==> config.mk <==
export PLATFORM = sky130hd
export DESIGN_NAME = opl_acc
export DESIGN_NICKNAME = d
export VERILOG_FILES = /design/src/rtl/opl_acc_pkg.sv /design/src/rtl/opl_single_acc.sv /design/src/rtl/opl_acc.sv
export SDC_FILE = /design/constraint.sdc
export NUM_CORES = 1
export LEC_CHECK = 0
export ABC_AREA = 0
export CORE_MARGIN = 1
export CORE_UTILIZATION = 47
export CTS_CLUSTER_SIZE = 40
export DETAILED_ROUTE_END_ITERATION = 6
export PLACE_DENSITY = 0.89
export SETUP_SLACK_MARGIN = 0.02
export SLEW_MARGIN = 10
export SYNTH_ARGS = -nofsm -noshare
export SYNTH_HDL_FRONTEND = slang
export SYNTH_HIERARCHICAL = 1
export SYNTH_SLANG_ARGS = --single-unit
==> constraint.sdc <==
create_clock -name clk -period 6 [get_ports clk]
set_clock_uncertainty 0.2 [all_clocks]
set_input_delay 1.2 -clock clk [delete_from_list [all_inputs] [get_ports clk]]
set_output_delay 1.2 -clock clk [all_outputs]
set_load 0.005 [all_outputs]
==> src/rtl/opl_acc_pkg.sv <==
// Shared slot map and helpers for the OPL output mixer.
// Slot index = group*6 + op*3 + sub; the rhythm instruments occupy slots 12..17.
package opl_acc_pkg;

  localparam int NUM_SLOTS = 18;
  localparam int SLOT_BD0  = 12;
  localparam int SLOT_HH   = 13;
  localparam int SLOT_TOM  = 14;
  localparam int SLOT_BD1  = 15;
  localparam int SLOT_SD   = 16;
  localparam int SLOT_CYM  = 17;

  // True when exactly one slot bit is set.
  function automatic logic slot_onehot(input logic [NUM_SLOTS-1:0] s);
    return (s != '0) && ((s & (s - NUM_SLOTS'(1))) == '0);
  endfunction

endpackage

==> src/rtl/opl_single_acc.sv <==
// Saturating frame accumulator plus the latch that holds the finished sample on snd.
// One cenop of latency from zero to snd update; no backpressure, state frozen while cenop=0.
module opl_single_acc #(
  parameter int INW  = 13,
  parameter int OUTW = 16
) (
  input  logic                   clk,
  input  logic                   rst,
  input  logic                   cenop,
  input  logic                   zero,
  input  logic                   sum_en,
  input  logic signed [INW:0]    op_result,
  output logic signed [OUTW-1:0] snd
);

  localparam logic signed [OUTW-1:0] SAT_MAX = {1'b0, {(OUTW-1){1'b1}}};
  localparam logic signed [OUTW-1:0] SAT_MIN = {1'b1, {(OUTW-1){1'b0}}};

  logic signed [OUTW-1:0] acc;
  logic signed [OUTW-1:0] ext;
  logic signed [OUTW-1:0] sum;
  logic signed [OUTW-1:0] sat;
  logic                   ovf;

  assign ext = {{(OUTW-INW-1){op_result[INW]}}, op_result};

  // Overflow only when both addends share a sign and the result does not.
  always_comb begin
    sum = acc + ext;
    ovf = (acc[OUTW-1] == ext[OUTW-1]) && (sum[OUTW-1] != acc[OUTW-1]);
    sat = sum;
    if (ovf) sat = ext[OUTW-1] ? SAT_MIN : SAT_MAX;
  end

  always_ff @(posedge clk) begin
    if (rst) begin
      acc <= '0;
      snd <= '0;
    end else if (cenop) begin
      if (zero) begin
        snd <= acc;
        acc <= sum_en ? ext : '0;
      end else if (sum_en) begin
        acc <= sat;
      end
    end
  end

endmodule

==> src/rtl/opl_acc.sv <==
// Per-frame OPL mixer: decides which slots are audible and doubles rhythm outputs.
// Sample appears on snd at the cenop edge that samples the next zero; no backpressure.
module opl_acc
  import opl_acc_pkg::*;
#(
  parameter int INW  = 13,
  parameter int OUTW = 16
) (
  input  logic                   clk,
  input  logic                   rst,
  input  logic                   cenop,
  input  logic                   zero,
  input  logic [NUM_SLOTS-1:0]   slot,
  input  logic                   rhy_en,
  input  logic signed [INW-1:0]  op_result,
  input  logic                   op,
  input  logic                   con,
  output logic signed [OUTW-1:0] snd
);

  logic               rhy_slot;
  logic               sum_en;
  logic signed [INW:0] value;

  // Illegal (zero or multi-hot) slot vectors fall back to the melodic path.
  assign rhy_slot = rhy_en && slot_onehot(slot) && (|slot[SLOT_CYM:SLOT_BD0]);

  always_comb begin
    sum_en = op | con;
    value  = {op_result[INW-1], op_result};
    if (rhy_slot) begin
      sum_en = !slot[SLOT_BD0];
      value  = {op_result, 1'b0};
    end
  end

  opl_single_acc #(
    .INW  (INW),
    .OUTW (OUTW)
  ) u_acc (
    .clk       (clk),
    .rst       (rst),
    .cenop     (cenop),
    .zero      (zero),
    .sum_en    (sum_en),
    .op_result (value),
    .snd       (snd)
  );

endmodule

# == Word level (Yosys, flattened, before mapping) ==
# Cells that the tools add are included.
# op_classes
addsub,2
eq_ne,2
mux,7
bitwise,2
n_reduce_logical,11
# ops
op,n
16-bit two-way mux,5
18-bit AND,1
18-bit zero test,1
18-bit nonzero test,1
18-bit by 1-bit subtractor with 18-bit output (second input constant),1
16-bit by 14-bit adder with 16-bit output,1
13-bit two-way mux,1
6-bit OR reduction,1
1-bit logical AND,4
2-bit AND reduction,2
2-bit nonzero test,1
1-bit == test,1
1-bit zero test,1
1-bit two-way mux,1
1-bit != test,1
1-bit OR,1
# word_totals
reg_bits,32
input_bits,38
output_inout_bits,16
elab_cells,26

# == Logic depth before layout (Yosys ltp) ==
# Gate-level depths: netlist of the first run.
# depth
depth_word,13
ltp_mapped,22
ltp_nobuf,21

# == Modules after synthesis ==
# Netlist of the first run, hierarchy kept.
# modules_own_cells
module,n_inst,cells_per_inst,area_each_um2
opl_single_acc,1,274,2127.0
opl_acc,1,49,430.4

# == Worst setup path before layout of the first run ==
# OpenSTA, ideal clock, no wires.
# synth_timing
kind,input port to flip-flop
start,input slot[0]
end,register u_acc.acc[8]
setup_time_ns,0.133
arrival_ns,5.483
required_ns,5.667
slack_ns,0.184
cell_stages,22
path_buffers,2
cell_sequence,nor4_4 nand2_1 maj3_1 o21ai_2 nand4b_4 buf_6 mux2_4 ha_1 a211oi_1 nor2_1 o31ai_2 o211ai_1 and3_1 o21ai_0 nand2b_1 fa_1 and3_1 clkbuf_1 nor3b_2 o21ai_0 a31oi_1 nor3_1
# synth_via
elab_chain_len,13
word_cells_on_any_way,18
cone_classes,add/sub: 2; eq/ne: 1; mux: 6; bitwise: 1; reduce/logical: 8
# synth_rtl
item,line_no,text
start: declaration,opl_acc.sv:13,"input logic [NUM_SLOTS-1:0] slot,"
18-bit by 1-bit subtractor with 18-bit output,opl_acc_pkg.sv:15,return (s != '0) && ((s & (s - NUM_SLOTS'(1))) == '0);
18-bit AND,opl_acc_pkg.sv:15,
18-bit zero test,opl_acc_pkg.sv:15,
1-bit logical AND *,opl_acc_pkg.sv:15,
1-bit logical AND * (2 in series),opl_acc.sv:26,assign rhy_slot = rhy_en && slot_onehot(slot) && (|slot[SLOT_CYM:SLOT_BD0]);
13-bit two-way mux *,opl_acc.sv:31,if (rhy_slot) begin
named net value[6],opl_acc.sv:23,logic signed [INW:0] value;
16-bit by 14-bit adder with 16-bit output *,opl_single_acc.sv:29,sum = acc + ext;
1-bit != test,opl_single_acc.sv:30,ovf = (acc[OUTW-1] == ext[OUTW-1]) && (sum[OUTW-1] != acc[OUTW-1]);
1-bit logical AND,opl_single_acc.sv:30,
16-bit two-way mux *,opl_single_acc.sv:32,if (ovf) sat = ext[OUTW-1] ? SAT_MIN : SAT_MAX;
16-bit two-way mux *,opl_single_acc.sv:43,end else if (sum_en) begin
16-bit two-way mux *,opl_single_acc.sv:40,if (zero) begin
end signal: assignment,opl_single_acc.sv:42,acc <= sum_en ? ext : '0;
end signal: assignment,opl_single_acc.sv:44,acc <= sat;
end: declaration,opl_single_acc.sv:19,logic signed [OUTW-1:0] acc;
# Mark *: on every way through the listed nets, which the timed path passes. The rest lies on a longest branch. The select of a mux whose other input is x is not followed.
# A chain may end at the register's enable or synchronous reset.

# == Worst setup path after layout of the first run ==
# layout_timing
start,input slot[5]
end,register u_acc.acc[11]
# The elaborated chain is that of the path after synthesis.

==> results of run 1 <==
==> worst max-delay path: cells and delay by family <==
kind / cells / cell delay, ps
AOI/OAI and AO/OA: 7 / 1030
adders and majority gates: 2 / 780
buffers and inverters: 4 / 820
muxes: 1 / 300
and+or+nand+nor: 9 / 1740
==> per-layer routing <==
layer / part of all wire / global-route usage / vias up
met3: 0.079 / 0.0913 / 71
met5: 0 / 0 / -
met2: 0.50 / 0.526 / 204
met1: 0.36 / 0.353 / 1492
met4: 0.060 / 0.202 / 0
li1: - / - / 1412
==> sequential cells by signal, indices dropped and copies added (netlist names) <==
signal / flops
u_acc/acc: 16
u_acc/snd: 16
==> power by group through the flow <==
stage / clock network, mW / registers, mW / logic (mW)
floorplan: 0 / 0.241 / 0.144
global placement: 0 / 0.245 / 0.246
detailed placement: 0 / 0.246 / 0.256
CTS: 0.186 / 0.243 / 0.275
global route: 0.200 / 0.246 / 0.326
finish: 0.186 / 0.245 / 0.307
==> per-stage QoR <==
step / instances / instance area, µm² / hold slack, ps / total power, mW / worst slack, ps
after floorplan: 323 / 2560 / 244 / 0.386 / 184
after global placement: 486 / 3520 / 241 / 0.491 / -396
after detailed placement: 486 / 3520 / 251 / 0.502 / -535
after CTS: 498 / 3800 / 260 / 0.703 / 34.8
after global routing: 503 / 3960 / 286 / 0.773 / -116
final: 503 / 3960 / 260 / 0.738 / 90.0
==> layout by cell type, fill, tap and decap left out, types with 8 or more instances in the layout <==
cell type,synthesis,final
buf_4,0,58
nand2_1,48,47
clkdlybuf4s50_1,0,39
a21oi_1,34,33
dfxtp_1,32,32
nor2_1,25,23
o21ai_0,18,10
o21ai_1,7,10
mux2_4,8,10
nand2b_1,8,8
ha_4,0,8
==> path summary, 6_finish.rpt <==
path | slack, ps | startpoint | end | depth (start not counted)
setup / recovery | 90 | slot[5] | u_acc/acc[11] | 23
hold / removal | 260 | u_acc/snd[7] | u_acc/snd[7] | 2
setup reg to reg | 2350 | u_acc/acc[6] | u_acc/acc[4] | 15
hold reg to reg | 260 | u_acc/snd[7] | u_acc/snd[7] | 2
==> final cells by class <==
class,count,share of cell area
Clock buffer,7,0.0243
Inverter,8,0.00758
Multi-Input combinational cell,268,0.521
Sequential cell,32,0.162
Tap cell,70,0.0221
Timing Repair Buffer,118,0.263
==> cells by family (layout without fill, tap and decap cells) <==
| kind of cell | count (synthesis) | after routing |
|---|---|---|
| buffers and inverters | 23 | 133 |
| DFF | 32 | 32 |
| adders and majority gates | 18 | 18 |
| AOI/OAI and AO/OA | 112 | 112 |
| muxes | 14 | 14 |
| xor gates and xnor gates | 7 | 7 |
| and+or+nand+nor | 117 | 117 |
==> repair_timing <==
item / in CTS / in global routing
resized for setup: 38 / 41
pin swaps: 19 / 28
setup endpoints to repair: 15 / 15
setup buffers: 5 / 6
==> impl_metrics.tcl, run 1 <==
set metrics [dict create \
    hold_path_class "register to register" \
    antenna_cells 0 \
    critPathMaxFanout 8 \
    cpMaxStageDelayCell "fa_2" \
    synth_xor_area_frac 0.0240 \
    gp_congestion 0.953 \
    drv_cap 0 \
    synth-simple-area-share 0.229 \
    grt_pass1_vias 3051 \
    comb_power_share 0.416 \
    period_minus_slack_ps 5910 \
    htreeDepth 2 \
    fillCellCount 315 \
    synth_top_area_frac 0.250 \
    synth_commonest_cells "nand2_1 (48), a21oi_1 (34), dfxtp_1 (32), nor2_1 (25), o21ai_0 (18)" \
    p_int_mw 0.482 \
    ys_seq_area_frac 0.250 \
    cts_tree "built" \
    syn_inst 323 \
    core_mm2 0.00517 \
    p_leak_nw 1.71 \
    synth_compound_area_frac 0.295 \
    pin_count 54 \
    hold_viol 0 \
    cts_buffer_depth 2 \
    seq_area_um2 641 \
    via_per_inst 6.32 \
    vias 3179 \
    clk_latency_ps 300 \
    final_util 0.766 \
    multi_input_area_mm2 0.00206 \
    tightest_slew_ps 849 \
    finalMaxSlewViolations 0 \
    synth_cell_type_count 58 \
    fmax_ghz 0.169 \
    synth_top_cells_by_area "dfxtp_1 (25%), ha_1 (7.3%), nand2_1 (7.0%), a21oi_1 (6.7%), mux2_4 (4.7%)" \
    antenna_left 0 \
    worstPathRequired_ps 5980 \
    ys_ff_latch 32 \
    grt_overflow_total 0 \
    p_sw_mw 0.256 \
    die_w_um 75.8 \
    yosysWarnings 6 \
    wl_per_cell_um 19.0 \
    start_util 0.494 \
    synth-edff-count 0 \
    cts_hold_buf 0 \
    path_cells "dlygate4sd2_1, nor4_4, nand4b_1, buf_6, a21oi_2, and4_4, nand4b_4, buf_6, mux2_2, ha_4, o21ai_2, o21ai_1, o211ai_1, o211ai_1, and3_1, o21ai_2, nand2b_1, fa_2, and3_4, nor3b_4, buf_4, o221a_1, nor3_2" \
    dpl.hpwl_um 6080 \
    synth_top_cell_by_area "dfxtp_1" \
    slowest_delay_ps 500 \
    cts_root_buffer "clkbuf_8" \
    swShare 0.347 \
    drive_above_1_share 0.309 \
    ir_drop_mv 0.154 \
    dr.pass1.iters 5 \
    io_buffer_count 53 \
    setup_viol 0 \
    grt_start_max_net_pins 34 \
    status "finished, final reports clean" \
    yosysMostFrequentCell "nand2_1" \
    drt_wl_total_um 9560 \
    seq_power_share 0.332 \
    start_kind "input pin" \
    grt_use_total 0.316 \
    fin_crit_sh 0.985 \
    worstPathArrival_ps 5890 \
    end_kind "register" \
    pwr-share-clk 0.252 \
    syn-num-nets 378 \
    worstSetupPathType "input pin to register" \
    grt_first_pass_wirelength_um 13600 \
    drc 0 \
    antenna_found_initial 0 \
    numCtsBuffers 5 \
    fin_tns_setup_ps 0 \
    syn_area_mm2 0.00256 \
    die_area_mm2 0.00574 \
    area_growth_pct 54.9 \
    synthArstFlopShare 0 \
    drtIter0Drc 377 \
    std_cell_rows 26 \
    cts.sinks 32 \
    syn_avg_cell_area_um2 7.92 \
    synth_fa_ha_area_frac 0.0930 \
    slew_headroom 0.432 \
    fin_nets 488 \
    yosys-mux-area-fraction 0.0724 \
    clkTransAtPathRegs_ps 70 \
    synth_flop_cell "dfxtp_1" \
    synth_top_family_by_area "compound AO/OA/AOI/OAI gates" \
    die_h_um 75.8 \
    powerDensity_mw_per_mm2 186 \
]
Note: power is estimated with default switching activity, not from simulation.
==> run 2: changes to the inputs <==
--- a/config.mk
+++ b/config.mk
@@ -7,10 +7,10 @@
 export LEC_CHECK = 0
 export ABC_AREA = 0
 export CORE_MARGIN = 1
-export CORE_UTILIZATION = 47
+export CORE_UTILIZATION = 52
 export CTS_CLUSTER_SIZE = 40
 export DETAILED_ROUTE_END_ITERATION = 6
-export PLACE_DENSITY = 0.89
+export PLACE_DENSITY = 0.93
 export SETUP_SLACK_MARGIN = 0.02
 export SLEW_MARGIN = 10
 export SYNTH_ARGS = -nofsm -noshare
==> constraint.sdc (replaced) <==
create_clock -name clk -period 6.3 [get_ports clk]
set_clock_uncertainty 0.2 [all_clocks]
set_input_delay 1.26 -clock clk [delete_from_list [all_inputs] [get_ports clk]]
set_output_delay 1.26 -clock clk [all_outputs]
set_load 0.005 [all_outputs]
==> impl_metrics.tcl, run 2 (synthesis gave the netlist of run 1 again) <==
set metrics [dict create \
    status "finished with violations" \
    failed_checks "negative setup slack" \
    fillCellCount 267 \
    dpl.hpwl_um 5770 \
    p_int_mw 0.489 \
    p_leak_nw 1.66 \
    finalMaxSlewViolations 0 \
    grt_start_max_net_pins 34 \
    multi_input_area_mm2 0.00198 \
    fin_crit_sh 1.02 \
    end_kind "register" \
    fin_tns_setup_ps -536 \
    cts_tree "built" \
    area_growth_pct 48.5 \
    antenna_cells 0 \
    tightest_slew_ps 900 \
    layout_common_cells "buf_4 (49), nand2_1 (47), clkdlybuf4s50_1 (44)" \
    grt_pass1_vias 2923 \
    dr.pass1.iters 6 \
    std_cell_rows 25 \
    cts_buffer_depth 2 \
    grt_overflow_total 0 \
    drt_wl_total_um 9610 \
    pin_count 54 \
    hold_viol 0 \
    pre_cts_slack_ps -348 \
    fin_nets 474 \
    post_dp_cell_area_mm2 0.00343 \
    reg2reg_setup_slack_ps 2440 \
    worstPathArrival_ps 6450 \
    worstReg2RegStart "u_acc/acc[1]" \
    clkTransAtPathRegs_ps 70 \
    fmax_ghz 0.156 \
    hold_path_class "register to register" \
    pwr-share-clk 0.299 \
    clk_latency_ps 290 \
    drc 0 \
    via_per_inst 6.53 \
    die_area_mm2 0.00520 \
    largestRegisters "u_acc/acc (16), u_acc/snd (16)" \
    io_buffer_count 53 \
    drive_above_1_share 0.245 \
    r2r_end "u_acc/acc[4]" \
    start_kind "input pin" \
    final_util 0.804 \
    p_sw_mw 0.240 \
    ir_drop_mv 0.207 \
    worstHoldEndpoint "u_acc/snd[3]" \
    worstSetupPathType "input pin to register" \
    placed_cells 471 \
    cts_root_buffer "clkbuf_8" \
    numCtsBuffers 5 \
    grt_use_total 0.317 \
    seq_power_share 0.317 \
    antenna_found_initial 0 \
    htreeDepth 2 \
    min-delay-start "u_acc/snd[3]" \
    worst_slack_ps -120 \
    instances_no_fill 487 \
    cts.sinks 32 \
    critPathMaxFanout 5 \
    core_mm2 0.00472 \
    wl_per_cell_um 19.7 \
    worstPathRequired_ps 6330 \
    comb_power_share 0.384 \
    die_w_um 72.1 \
    drtIter0Drc 438 \
    antenna_left 0 \
    vias 3178 \
    setup_viol 11 \
    die_h_um 72.1 \
    powerDensity_mw_per_mm2 192 \
    drv_cap 0 \
    r2r_cells 16 \
    period_minus_slack_ps 6420 \
    swShare 0.329 \
    grt_first_pass_wirelength_um 13000 \
    crit_path_start "slot[7]" \
    mostFrequentLayoutCell "buf_4" \
    fin_area_mm2 0.00380 \
    cts_hold_buf 0 \
    seq_area_um2 641 \
    worstHoldPathCells 2 \
    slew_headroom 0.398 \
    start_util 0.541 \
    gp_congestion 0.914 \
]
## run 2: cell types whose count changed in the layout (fill, tap and decap cells not counted), moves of 3 or more
cell and change:
o21ai_2 -6, o21ai_1 +3, ha_4 -6, clkbuf_2 -3, dlygate4sd2_1 -3, ha_1 +7, buf_6 -6, buf_4 -9
clkdlybuf4s50_1 +5
## run 2: worst max-delay path, cell delays in order
cell and delay (ps):
clkdlybuf4s50_1 460, nor3_2 230, nand4b_1 150, buf_6 170, o31ai_4 230, a21oi_2 100, nand4b_4 240, mux2_2 350
ha_1 370, a211oi_2 340, o21ai_1 160, o211ai_1 150, o211ai_1 150, and3_1 230, o21ai_1 160, nand2b_1 120
fa_2 600, nor3_2 50, buf_4 160, a211oi_2 260, nor3_1 80, a211oi_1 230, a21oi_1 80, nor2_1 100
## run 2: final cells by class
class                           count  share of cell area
Multi-Input combinational cell    269               0.523
Timing Repair Buffer              103               0.245
Sequential cell                    32               0.169
Clock buffer                        7              0.0254
Tap cell                           67              0.0221
Clock inverter                      1             0.00791
Inverter                            8             0.00791
## run 2: power groups by stage
stage | clock network, mW | registers [mW] | logic (mW)
after global placement | 0 | 0.233 | 0.229
after detailed placement | 0 | 0.234 | 0.237
after CTS | 0.218 | 0.229 | 0.242
final | 0.218 | 0.231 | 0.280
after global routing | 0.233 | 0.232 | 0.297
after floorplan | 0 | 0.230 | 0.137
## run 2: layer usage
metal / share of wire / routed length (µm) / vias to the layer above / track usage
met5: 0 / 0 / - / 0
met4: 0.064 / 611 / 0 / 0.137
met3: 0.086 / 827 / 68 / 0.0708
met2: 0.49 / 4670 / 235 / 0.563
met1: 0.36 / 3500 / 1497 / 0.363
li1: - / - / 1378 / -
## run 2: timing repair
action	in CTS	in global routing
buffers inserted	2	5
pin swaps	3	20
cloned	1	0
hold endpoints to repair	0	0
gates resized for setup	3	44
setup endpoints to repair	9	15
## run 2: worst max path at each step
stage / to / slack, ps
3_3_place_gp: u_acc/acc[8] / -120
4_1_cts: u_acc/acc[8] / 20
3_5_place_dp: u_acc/acc[8] / -350
6_report: u_acc/acc[4] / -120
2_1_floorplan: u_acc/acc[8] / 420
5_1_grt: u_acc/acc[2] / -250
## run 2: stage by stage
| step | hold slack, ps | power, mW |
|---|---|---|
| 6_report | 261 | 0.729 |
| 5_1_grt | 271 | 0.761 |
| 4_1_cts | 259 | 0.689 |
| 3_5_place_dp | 250 | 0.471 |
| 3_3_place_gp | 241 | 0.463 |
| 2_1_floorplan | 244 | 0.367 |
==> run 3: changes to the inputs <==
--- a/config.mk
+++ b/config.mk
@@ -8,9 +8,10 @@
 export ABC_AREA = 0
 export CORE_MARGIN = 1
 export CORE_UTILIZATION = 52
-export CTS_CLUSTER_SIZE = 40
+export CTS_CLUSTER_SIZE = 14
 export DETAILED_ROUTE_END_ITERATION = 6
 export PLACE_DENSITY = 0.93
+export REMOVE_ABC_BUFFERS = 1
 export SETUP_SLACK_MARGIN = 0.02
 export SLEW_MARGIN = 10
 export SYNTH_ARGS = -nofsm -noshare
==> impl_metrics.tcl, run 3 (synthesis gave the netlist of run 1 again) <==
set metrics [dict create \
    drt_wl_total_um 8970 \
    start_util 0.541 \
    cts.sinks 32 \
    final_util 0.788 \
    drc 0 \
    hold_viol 0 \
    fmax_ghz 0.160 \
    std_cell_rows 25 \
    period_minus_slack_ps 6270 \
    ir_drop_mv 0.101 \
    pre_cts_slack_ps -248 \
    grt_overflow_total 0 \
    critical_path_buf_inv_count 3 \
    tightest_slew_ps 977 \
    largestRegisters "u_acc/acc (16), u_acc/snd (16)" \
    crit_family "simple AND/OR/NAND/NOR gates" \
    slew_headroom 0.347 \
    worstPathArrival_ps 6250 \
    fillCellCount 297 \
    gp_congestion 0.935 \
    powerDensity_mw_per_mm2 189 \
    pin_count 54 \
    setup_viol 0 \
    drv_cap 0 \
    worst_slack_ps 30.7 \
    antenna_found_initial 0 \
    die_w_um 72.1 \
    core_mm2 0.00472 \
    grt_first_pass_wirelength_um 13300 \
    slowest_delay_ps 510 \
    worstSetupPathType "input pin to register" \
    via_per_inst 6.43 \
    mostFrequentLayoutCell "nand2_1" \
    status "finished, final reports clean" \
    dr.pass1.iters 6 \
    numCtsBuffers 5 \
    dpl.hpwl_um 5680 \
    drtIter0Drc 430 \
    layout_common_cells "nand2_1 (48), clkdlybuf4s50_1 (47), buf_4 (41)" \
    p_leak_nw 1.59 \
    io_buffer_count 53 \
    antenna_left 0 \
    path_cells "clkdlybuf4s50_1, nor4_2, nand4b_1, buf_6, o21ai_2, and4_4, nand4b_4, mux2_4, ha_4, a211oi_2, nor2_2, o31ai_2, o211ai_1, and3_1, o21ai_1, nand2b_1, fa_2, and3_4, buf_4, nand2b_1, a221oi_2, nor3_1" \
    vias 3079 \
    die_area_mm2 0.00520 \
    crit_top_cell "nand2b_1" \
    hold_path_class "register to register" \
    cts_buffer_depth 2 \
    grt_start_max_net_pins 34 \
    clkTransAtPathRegs_ps 90 \
    die_h_um 72.1 \
    fin_nets 466 \
    cts_root_buffer "clkbuf_8" \
    end_kind "register" \
    grt_use_total 0.326 \
    htreeDepth 2 \
    clk_latency_ps 300 \
    cts_tree "built" \
    worstPathRequired_ps 6280 \
    start_kind "input pin" \
    wl_per_cell_um 18.7 \
    area_growth_pct 45.5 \
    critPathMaxFanout 7 \
    antenna_cells 0 \
    finalMaxSlewViolations 0 \
    cpMaxStageDelayCell "fa_2" \
    cts_hold_buf 0 \
    grt_pass1_vias 2973 \
    fin_crit_sh 0.995 \
    drive_above_1_share 0.235 \
]
[run 3: cell types whose count changed in the layout (fill, tap and decap cells not counted), sizes merged]
cell           delta
dlymetal6s2s      -3
clkdlybuf4s50     +3
buf               -8
clkbuf            -2
clkinv            +1
clkinvlp          +1
[run 3: layout make-up]
cell class              count  area [µm²]  area share
multi-input cells         269        1990       0.535
repair buffers             95         865       0.232
flip-flops and latches     32         641       0.172
well taps                  67        83.8      0.0225
clock buffers               5        68.8      0.0185
clock inverters             3        42.5      0.0114
inverters                   8        30.0     0.00807
[run 3: per-layer routing]
metal  part of all wire  global-route usage  vias to the layer above  wire length [µm]
met5                  0                   0                        -                 0
met4              0.062               0.224                        0               559
met3              0.086              0.0653                       76               772
met2               0.47               0.525                      244              4230
met1               0.38               0.391                     1393              3410
li1                   -                   -                     1366                 -
[run 3: repair_timing]
item,CTS,global route
endpoints found under the setup margin,4,15
resized for setup,0,45
cloned,0,1
buffers inserted,0,4
pin swaps,0,22
[run 3: worst paths after layout]
check,start,endpoint,slack [ps],cells after the start
max,slot[9],u_acc/acc[6],30,22
min,u_acc/snd[14],u_acc/snd[14],250,2
max reg2reg,u_acc/acc[6],u_acc/acc[6],2630,14
min reg2reg,u_acc/snd[14],u_acc/snd[14],250,2
[run 3: tightest hold or removal path, cell delays in order (launching register included)]
cell and delay (ps):
dfxtp_1 310, nand2_1 50, a21oi_1 50
[run 3: power breakdown]
group          internal, mW  switching [mW]
Combinational         0.129           0.140
Clock                 0.117          0.0885
Sequential            0.217          0.0128
Total                 0.463           0.242
[run 3: per-stage QoR]
| stage | total power [mW] | cells | hold slack, ps | TNS [ps] | instance area (µm²) |
|---|---|---|---|---|---|
| after floorplan | 0.361 | 308 | 238 | 0 | 2490 |
| after global placement | 0.455 | 467 | 241 | -240 | 3400 |
| after detailed placement | 0.466 | 467 | 246 | -2730 | 3400 |
| after CTS | 0.669 | 475 | 255 | -27.6 | 3510 |
| after global routing | 0.733 | 479 | 280 | -1700 | 3720 |
| final | 0.704 | 479 | 253 | 0 | 3720 |
